**config.mk**
```make
export PLATFORM = sky130hd
export DESIGN_NAME = uart_transceiver
export DESIGN_NICKNAME = d
export VERILOG_FILES = /design/src/rtl/uart_transceiver.sv
export SDC_FILE = /design/constraint.sdc
export NUM_CORES = 1
export LEC_CHECK = 0
export CAP_MARGIN = 20
export CORE_MARGIN = 4
export CORE_UTILIZATION = 50
export CTS_BUF_LIST = sky130_fd_sc_hd__clkbuf_4 sky130_fd_sc_hd__clkbuf_8
export DETAILED_ROUTE_END_ITERATION = 16
export HOLD_SLACK_MARGIN = 0.05
export PLACE_DENSITY = 0.73
export SLEW_MARGIN = 5
export SYNTH_ARGS = -nofsm -noshare
export SYNTH_HDL_FRONTEND = slang
export SYNTH_SLANG_ARGS = --single-unit
export TNS_END_PERCENT = 5
```
**constraint.sdc**
```tcl
create_clock -name clk -period 2.2 [get_ports clk]
set_clock_uncertainty 0.05 [all_clocks]
set_input_delay 0.22 -clock clk [delete_from_list [all_inputs] [get_ports clk]]
set_output_delay 0.22 -clock clk [all_outputs]
set_load 0.02 [all_outputs]
```
**src/rtl/uart_transceiver.sv**
```systemverilog
// uart_transceiver: full-duplex 8N1 UART, TX and RX sharing one programmable baud-tick generator.
// Define UART_FRAME_CHECK_EN to drop frames with a low stop bit and pulse rx_frame_err.
module uart_transceiver #(
  parameter int OVERSAMPLE = 24,
  parameter int DATA_BITS  = 8
) (
  input  logic                 clk,
  input  logic                 rstb,
  input  logic [7:0]           baudrate_cfg,
  input  logic                 rx,
  output logic                 tx,
  input  logic                 wr_en,
  input  logic [DATA_BITS-1:0] wr_data,
  output logic                 tx_busy,
  output logic                 rx_valid,
  output logic [DATA_BITS-1:0] rx_data
`ifdef UART_FRAME_CHECK_EN
  ,
  output logic                 rx_frame_err
`endif
);
  localparam int PW = $clog2(OVERSAMPLE + 1);
  localparam int IW = $clog2(DATA_BITS);
  localparam logic [PW-1:0] BIT_END   = PW'(OVERSAMPLE - 1);
  localparam logic [PW-1:0] HALF_END  = PW'(OVERSAMPLE / 2 - 1);
  localparam logic [PW-1:0] START_END = PW'(OVERSAMPLE);
  localparam logic [IW-1:0] LAST      = IW'(DATA_BITS - 1);
  typedef enum logic [1:0] {IDLE, START, DATA, STOP} state_t;
  logic [7:0] cnt_q, cnt_d;
  logic tick;
  state_t tx_state_q, tx_state_d, rx_state_q, rx_state_d;
  logic [PW-1:0] tx_ph_q, tx_ph_d, rx_ph_q, rx_ph_d;
  logic [IW-1:0] tx_idx_q, tx_idx_d, rx_idx_q, rx_idx_d;
  logic [DATA_BITS-1:0] tx_sh_q, tx_sh_d, rx_sh_q, rx_sh_d, rx_data_q, rx_data_d;
  logic tx_q, tx_d, rx_valid_q, rx_valid_d, err_q, err_d;
  logic [2:0] rx_sync_q, rx_sync_d;
  logic rx_bit, rx_fall;
  // >= rather than == so lowering the divider mid-count wraps at once
  assign tick    = cnt_q >= baudrate_cfg;
  assign cnt_d   = tick ? 8'd0 : cnt_q + 8'd1;
  assign rx_sync_d = {rx_sync_q[1:0], rx};
  assign rx_bit  = rx_sync_q[1];
  assign rx_fall = rx_sync_q[2] & ~rx_sync_q[1];
  assign tx       = tx_q;
  assign tx_busy  = tx_state_q != IDLE;
  assign rx_valid = rx_valid_q;
  assign rx_data  = rx_data_q;
`ifdef UART_FRAME_CHECK_EN
  assign rx_frame_err = err_q;
`endif
  // Start bit spans the first tick after the latch plus a full bit of ticks
  always_comb begin
    tx_state_d = tx_state_q;
    tx_ph_d    = (tx_state_q != IDLE && tick) ? tx_ph_q + 1'b1 : tx_ph_q;
    tx_idx_d   = tx_idx_q;
    tx_sh_d    = tx_sh_q;
    case (tx_state_q)
      IDLE: if (wr_en) begin
        tx_state_d = START;
        tx_sh_d    = wr_data;
        tx_ph_d    = '0;
      end
      START: if (tick && tx_ph_q == START_END) begin
        tx_state_d = DATA;
        tx_ph_d    = '0;
        tx_idx_d   = '0;
      end
      DATA: if (tick && tx_ph_q == BIT_END) begin
        tx_ph_d    = '0;
        tx_sh_d    = tx_sh_q >> 1;
        tx_idx_d   = tx_idx_q + 1'b1;
        tx_state_d = tx_idx_q == LAST ? STOP : DATA;
      end
      default: if (tick && tx_ph_q == BIT_END) tx_state_d = IDLE;
    endcase
    tx_d = (tx_state_d == START) ? 1'b0 : (tx_state_d == DATA) ? tx_sh_d[0] : 1'b1;
  end
  always_comb begin
    rx_state_d = rx_state_q;
    rx_ph_d    = (rx_state_q != IDLE && tick) ? rx_ph_q + 1'b1 : rx_ph_q;
    rx_idx_d   = rx_idx_q;
    rx_sh_d    = rx_sh_q;
    rx_data_d  = rx_data_q;
    rx_valid_d = 1'b0;
    err_d      = 1'b0;
    case (rx_state_q)
      IDLE: if (rx_fall) begin
        rx_state_d = START;
        rx_ph_d    = '0;
      end
      START: if (tick && rx_ph_q == HALF_END) begin
        rx_state_d = rx_bit ? IDLE : DATA;
        rx_ph_d    = '0;
        rx_idx_d   = '0;
      end
      DATA: if (tick && rx_ph_q == BIT_END) begin
        rx_ph_d    = '0;
        rx_sh_d    = {rx_bit, rx_sh_q[DATA_BITS-1:1]};
        rx_idx_d   = rx_idx_q + 1'b1;
        rx_state_d = rx_idx_q == LAST ? STOP : DATA;
      end
      default: if (tick && rx_ph_q == BIT_END) begin
        rx_state_d = IDLE;
`ifdef UART_FRAME_CHECK_EN
        rx_data_d  = rx_bit ? rx_sh_q : rx_data_q;
        rx_valid_d = rx_bit;
        err_d      = ~rx_bit;
`else
        rx_data_d  = rx_sh_q;
        rx_valid_d = 1'b1;
`endif
      end
    endcase
  end
  always_ff @(posedge clk or negedge rstb) begin
    if (!rstb) begin
      cnt_q      <= '0;
      tx_state_q <= IDLE;
      tx_ph_q    <= '0;
      tx_idx_q   <= '0;
      tx_sh_q    <= '0;
      tx_q       <= 1'b1;
      rx_sync_q  <= 3'b111;
      rx_state_q <= IDLE;
      rx_ph_q    <= '0;
      rx_idx_q   <= '0;
      rx_sh_q    <= '0;
      rx_data_q  <= '0;
      rx_valid_q <= 1'b0;
      err_q      <= 1'b0;
    end else begin
      cnt_q      <= cnt_d;
      tx_state_q <= tx_state_d;
      tx_ph_q    <= tx_ph_d;
      tx_idx_q   <= tx_idx_d;
      tx_sh_q    <= tx_sh_d;
      tx_q       <= tx_d;
      rx_sync_q  <= rx_sync_d;
      rx_state_q <= rx_state_d;
      rx_ph_q    <= rx_ph_d;
      rx_idx_q   <= rx_idx_d;
      rx_sh_q    <= rx_sh_d;
      rx_data_q  <= rx_data_d;
      rx_valid_q <= rx_valid_d;
      err_q      <= err_d;
    end
  end
endmodule

```
# Word-level counts from Yosys, hierarchy flattened
# Index checks and enable logic that the tools add are counted.
[classes]
magnitude_cmp = 1
eq_ne = 18
add_sub_neg = 5
n_mux = 37
n_bitwise = 3
reduce_logical = 21
[ops]
columns = ["op", "count"]
rows = [
  ["$mux 5", 8],
  ["$pmux 5 s3", 2],
  ["$mux 8", 3],
  ["$mux 2", 9],
  ["$pmux 8 s2", 1],
  ["$eq 5x5->1 const B", 3],
  ["$mux 3", 4],
  ["$ne 2x2->1 const B", 6],
  ["$pmux 2 s3", 2],
  ["$pmux 3 s2", 2],
  ["$add 5x1->5 const B", 2],
  ["$reduce_bool 2->1", 5],
  ["$reduce_and 3->1", 3],
  ["$add 8x1->8 const B", 1],
  ["$ge 8x8->1", 1],
  ["$add 3x1->3 const B", 2],
  ["$eq 2x1->1 const B", 3],
  ["$eq 2x2->1 const B", 3],
  ["$eq 3x3->1 const B", 2],
  ["$logic_and 1x1->1", 6],
  ["$mux 1", 6],
  ["$eq 5x4->1 const B", 1],
  ["$logic_not 2->1", 2],
  ["$reduce_and 2->1", 2],
  ["other kinds (5)", 6],
]
[totals]
register_bits = 57
wordCells = 99
output_inout_bits = 11

# Logic depth before layout (Yosys ltp)
[logic_depth]
word_depth = 7
depth_mapped = 9
depth_no_buf = 8

# Worst setup path after synthesis
# No wires, ideal clock.
[synth_path]
path_kind = "reg-to-reg"
start = "register cnt_q[0]"
end = "register rx_data_q[0], in the netlist rx_data[0]"
path_stages_with_launch = 10
required_time_ps = 2025
arrival_time_ps = 2146
setup_time_ps = 125
setup_slack_ps = -121
path_cell_list = "dfrtp_1 > inv_1 > ha_1 > nand2b_1 > a2111o_1 > a21oi_4 > nor2_2 > and3_4 > buf_6 > mux2_4"
[synth_via]
elab_chain_cells = 3
[synth_rtl]
columns = ["item", "line", "rtl"]
rows = [
  ["start, declared", "29", "logic [7:0] cnt_q, cnt_d;"],
  ["start signal, assigned", "132", "cnt_q <= cnt_d;"],
  ["$ge 8x8->1", "39", "assign tick = cnt_q >= baudrate_cfg;"],
  ["$logic_and 1x1->1", "102", "default: if (tick && rx_ph_q == BIT_END) begin"],
  ["$reduce_and 2->1 (no source line)", "-", ""],
  ["end signal, assigned", "143", "rx_data_q <= rx_data_d;"],
  ["end, declared", "34", "logic [DATA_BITS-1:0] tx_sh_q, tx_sh_d, rx_sh_q, rx_sh_d, rx_data_q, rx_data_d;"],
]
# Every way passes these cells.
# A chain may end at the register's enable or synchronous reset.

# Worst setup path after layout
[layout_path]
start = "register cnt_q[0]"
end = "register rx_data_q[5], in the netlist rx_data[5]"
# Same word-level chain as after synthesis.

==> impl_metrics.json <==
{
  "final-setup-viol-count": 19,
  "routedWlPerCell_um": 13.9,
  "layout_min_cycle_time_ps": 2320,
  "hp-start": "rx",
  "route.detailed.drc": 0,
  "synth-seq-cells": 57,
  "violations": "negative setup slack",
  "synthFlopType": "dfrtp_1",
  "path_cells": "inv_1, ha_1, nand2b_4, a2111o_1, a21oi_4, nor2_2, and3_4, mux2_4",
  "power_frac_comb": 0.249,
  "total_power_mw": 3.38,
  "regToRegStartpoint": "cnt_q[0]",
  "status": "finished, violations left",
  "die-area_um2": 7010,
  "std_cell_rows": 27,
  "setup_slack_ps": -116,
  "seq_power_share": 0.393,
  "period_share": 1.05,
  "grt_overflow": 0,
  "cts_tree": "done",
  "grt_pass1_wl_um": 9760,
  "routabilityCongestion": 0.788,
  "core_um2": 5540,
  "postSynthCellCount": 257,
  "post-place-cells": 376,
  "critPathSlowestCell": "a2111o_1",
  "ioPinCount": 31,
  "timing.fmax_mhz": 432,
  "syn2layout_area_growth_pct": 31.4,
  "switchingPower_mw": 0.937,
  "cts_root_buf": "clkbuf_8",
  "arrival_ps": 2480,
  "sw_frac_of_total": 0.277,
  "diodes": 0,
  "timing.rr.end": "rx_data[5]",
  "synth_edf_count": 0,
  "grt_pass1_vias": 2159,
  "cpPeakStageDelay_ps": 440,
  "cts_made_buffers": 9,
  "critPathMaxFanout": 10,
  "synth-seq-area-share": 0.499,
  "synth.most_common_cell": "dfrtp_1",
  "grt_antenna_before_repair": 0,
  "die_w_um": 83.8,
  "async_reset_ff_frac": 1.00,
  "crit_path_start_kind": "register",
  "hold_viol_final": 0,
  "routed_wl_um": 5500,
  "peakVddDrop_mv": 0.930,
  "syn-cell-area_um2": 2870,
  "num_vias": 2089,
  "netlist.top_cell.by_area": "dfrtp_1",
  "p_int_mw": 2.44,
  "ys_types": 48,
  "layout.cells.non_filler": 395,
  "fin_setup_tns_ps": -1040,
  "worst_slew_pin_slew_ps": 612,
  "ant_nets": 0,
  "r2r_slack_ps": -120,
  "insertion_delay_ps": 330,
  "drv_cap": 0,
  "min_path_type": "in2reg",
  "slew_headroom": 0.592,
  "synth_area_leaders": "dfrtp_1 46%, ha_1 7.0%, mux2_4 4.2%",
  "final_util": 0.680,
  "required_ps": 2360,
  "ys_warn_count": 0,
  "firstDrtPassIters": 4,
  "ys_top_cells_by_count": "53 x dfrtp_1, 25 x nand2_1, 21 x nor2_1, 16 x ha_1, 14 x inv_1",
  "rsz0062_at_grt": "yes",
  "clkTransAtPathRegs_ps": 60,
  "drtIter0Drc": 125,
  "path_class": "reg2reg",
  "vias_per_cell": 5.29,
  "start_util": 0.518,
  "drive_gt1_frac": 0.257,
  "cts_sinks": 57,
  "die_h_um": 83.8,
  "synth_top_area_share": 0.462,
  "h-tree-depth": 3,
  "hold_end": "rx_sync_q[0]",
  "power.share.clock": 0.357,
  "hold_path_depth": 1,
  "synth_fp_nets": 293,
  "io_buffers": 30,
  "synth.avg_cell_area_um2": 11.2,
  "hpwl_um": 3880,
  "grt_max_degree": 32,
  "power_density_nw_per_um2": 897,
  "grt_usage": 0.175,
  "cts_buffer_depth": 2,
  "maxSlewViolCount": 0,
  "r2r_cells": 8,
  "cellLeakagePower_nw": 1.80,
  "nNetsFinal": 354,
  "end_kind": "register"
}
## cell usage in the layout, fill, tap and decap left out, types with 2 or more instances in the layout
master / count
bufinv_16: 3
clkdlybuf4s50_1: 29
mux2_4: 8
nor3_1: 3
a22oi_1: 6
clkbuf_8: 10
nor4b_1: 2
nand2_1: 25
and3_1: 2
nand2b_1: 2
a21oi_1: 8
inv_1: 14
a31oi_1: 2
ha_1: 15
buf_12: 2
nor2_2: 2
nor2b_1: 3
nor2_1: 20
mux2_2: 9
o22ai_1: 3
dfstp_2: 4
dfrtp_1: 53
buf_4: 24
a32o_1: 2
xnor2_1: 8
o21ai_0: 8
and2_1: 2
mux2i_1: 6
nand3_1: 10
xor2_1: 7
## what timing repair did
action | 4_1_cts | 5_1_grt
gates resized for setup | 3 | 9
cloned | 0 | 0
pin swaps | 2 | 7
endpoints found under the setup margin | 23 | 41
setup buffers | 0 | 2
hold buffers | 1 | 0
endpoints found under the hold margin | 25 | 0
## stage by stage
step           hold WS, ps  area, um2  setup WS [ps]
4_1_cts                225       3690          -90.3
3_5_place_dp           215       3420           -377
2_1_floorplan         -126       2870          -93.0
3_3_place_gp           221       3420           -361
6_report               245       3770           -116
5_1_grt                239       3770           -178
## critical path, delay by kind of cell, from the launching register on
kind,cells,cell delay (ps)
flip-flops,1,350
adder cells (fa/ha/maj),1,270
AND/OR/NAND/NOR,3,440
AO/OA/AOI/OAI,2,720
multiplexers,1,310
buffers and inverters,1,50
## power by group through the flow
stage / Sequential, mW / Clock, mW / Combinational, mW
2_1_floorplan: 1.34 / 0 / 0.449
3_3_place_gp: 1.34 / 0 / 0.736
3_5_place_dp: 1.34 / 0 / 0.764
4_1_cts: 1.33 / 1.23 / 0.780
5_1_grt: 1.35 / 1.30 / 0.949
6_report: 1.33 / 1.21 / 0.842
## routing by layer
layer  vias to the layer above  wire length, um  track usage
met5                         -                0            0
met4                         0              153       0.0936
met3                        15              263       0.0592
met2                        45             2650        0.281
met1                      1005             2430        0.205
li1                       1024                -            -
## cells by family (layout without fill, tap and decap cells)
family                   after synthesis  in the layout  synth area share
adder cells (fa/ha/maj)               16             16            0.0698
AND/OR/NAND/NOR                       81             81             0.147
XOR/XNOR                              15             15            0.0458
multiplexers                          23             23            0.0981
buffers and inverters                 22             88            0.0340
flip-flops                            57             57             0.499
AO/OA/AOI/OAI                         43             43             0.106
## sequential cells by signal, indices dropped and copies added (netlist names), 3 cells and up
register   count
cnt_q          8
rx_data        8
rx_sh_q        8
tx_sh_q        8
rx_ph_q        5
tx_ph_q        5
rx_idx_q       3
rx_sync_q      3
tx_idx_q       3
## final cells by class
class	instances	area, um2
Tap cell	72	90.1
Clock buffer	11	145
Sequential cell	57	1430
Multi-Input combinational cell	178	1410
Fill cell	411	1770
Inverter	14	52.6
Clock inverter	5	103
Timing Repair Buffer	58	537
## worst max path at each step
stage / start / end / depth (start not counted)
after floorplan: cnt_q[0] / rx_data[0] / 9
after global placement: baudrate_cfg[7] / rx_idx_q[2] / 11
after detailed placement: baudrate_cfg[1] / rx_data[6] / 8
after CTS: cnt_q[0] / rx_data[5] / 8
after global routing: cnt_q[0] / rx_data[1] / 8
final: cnt_q[0] / rx_data[5] / 8
No activity file was read; power rests on OpenSTA's default activity.
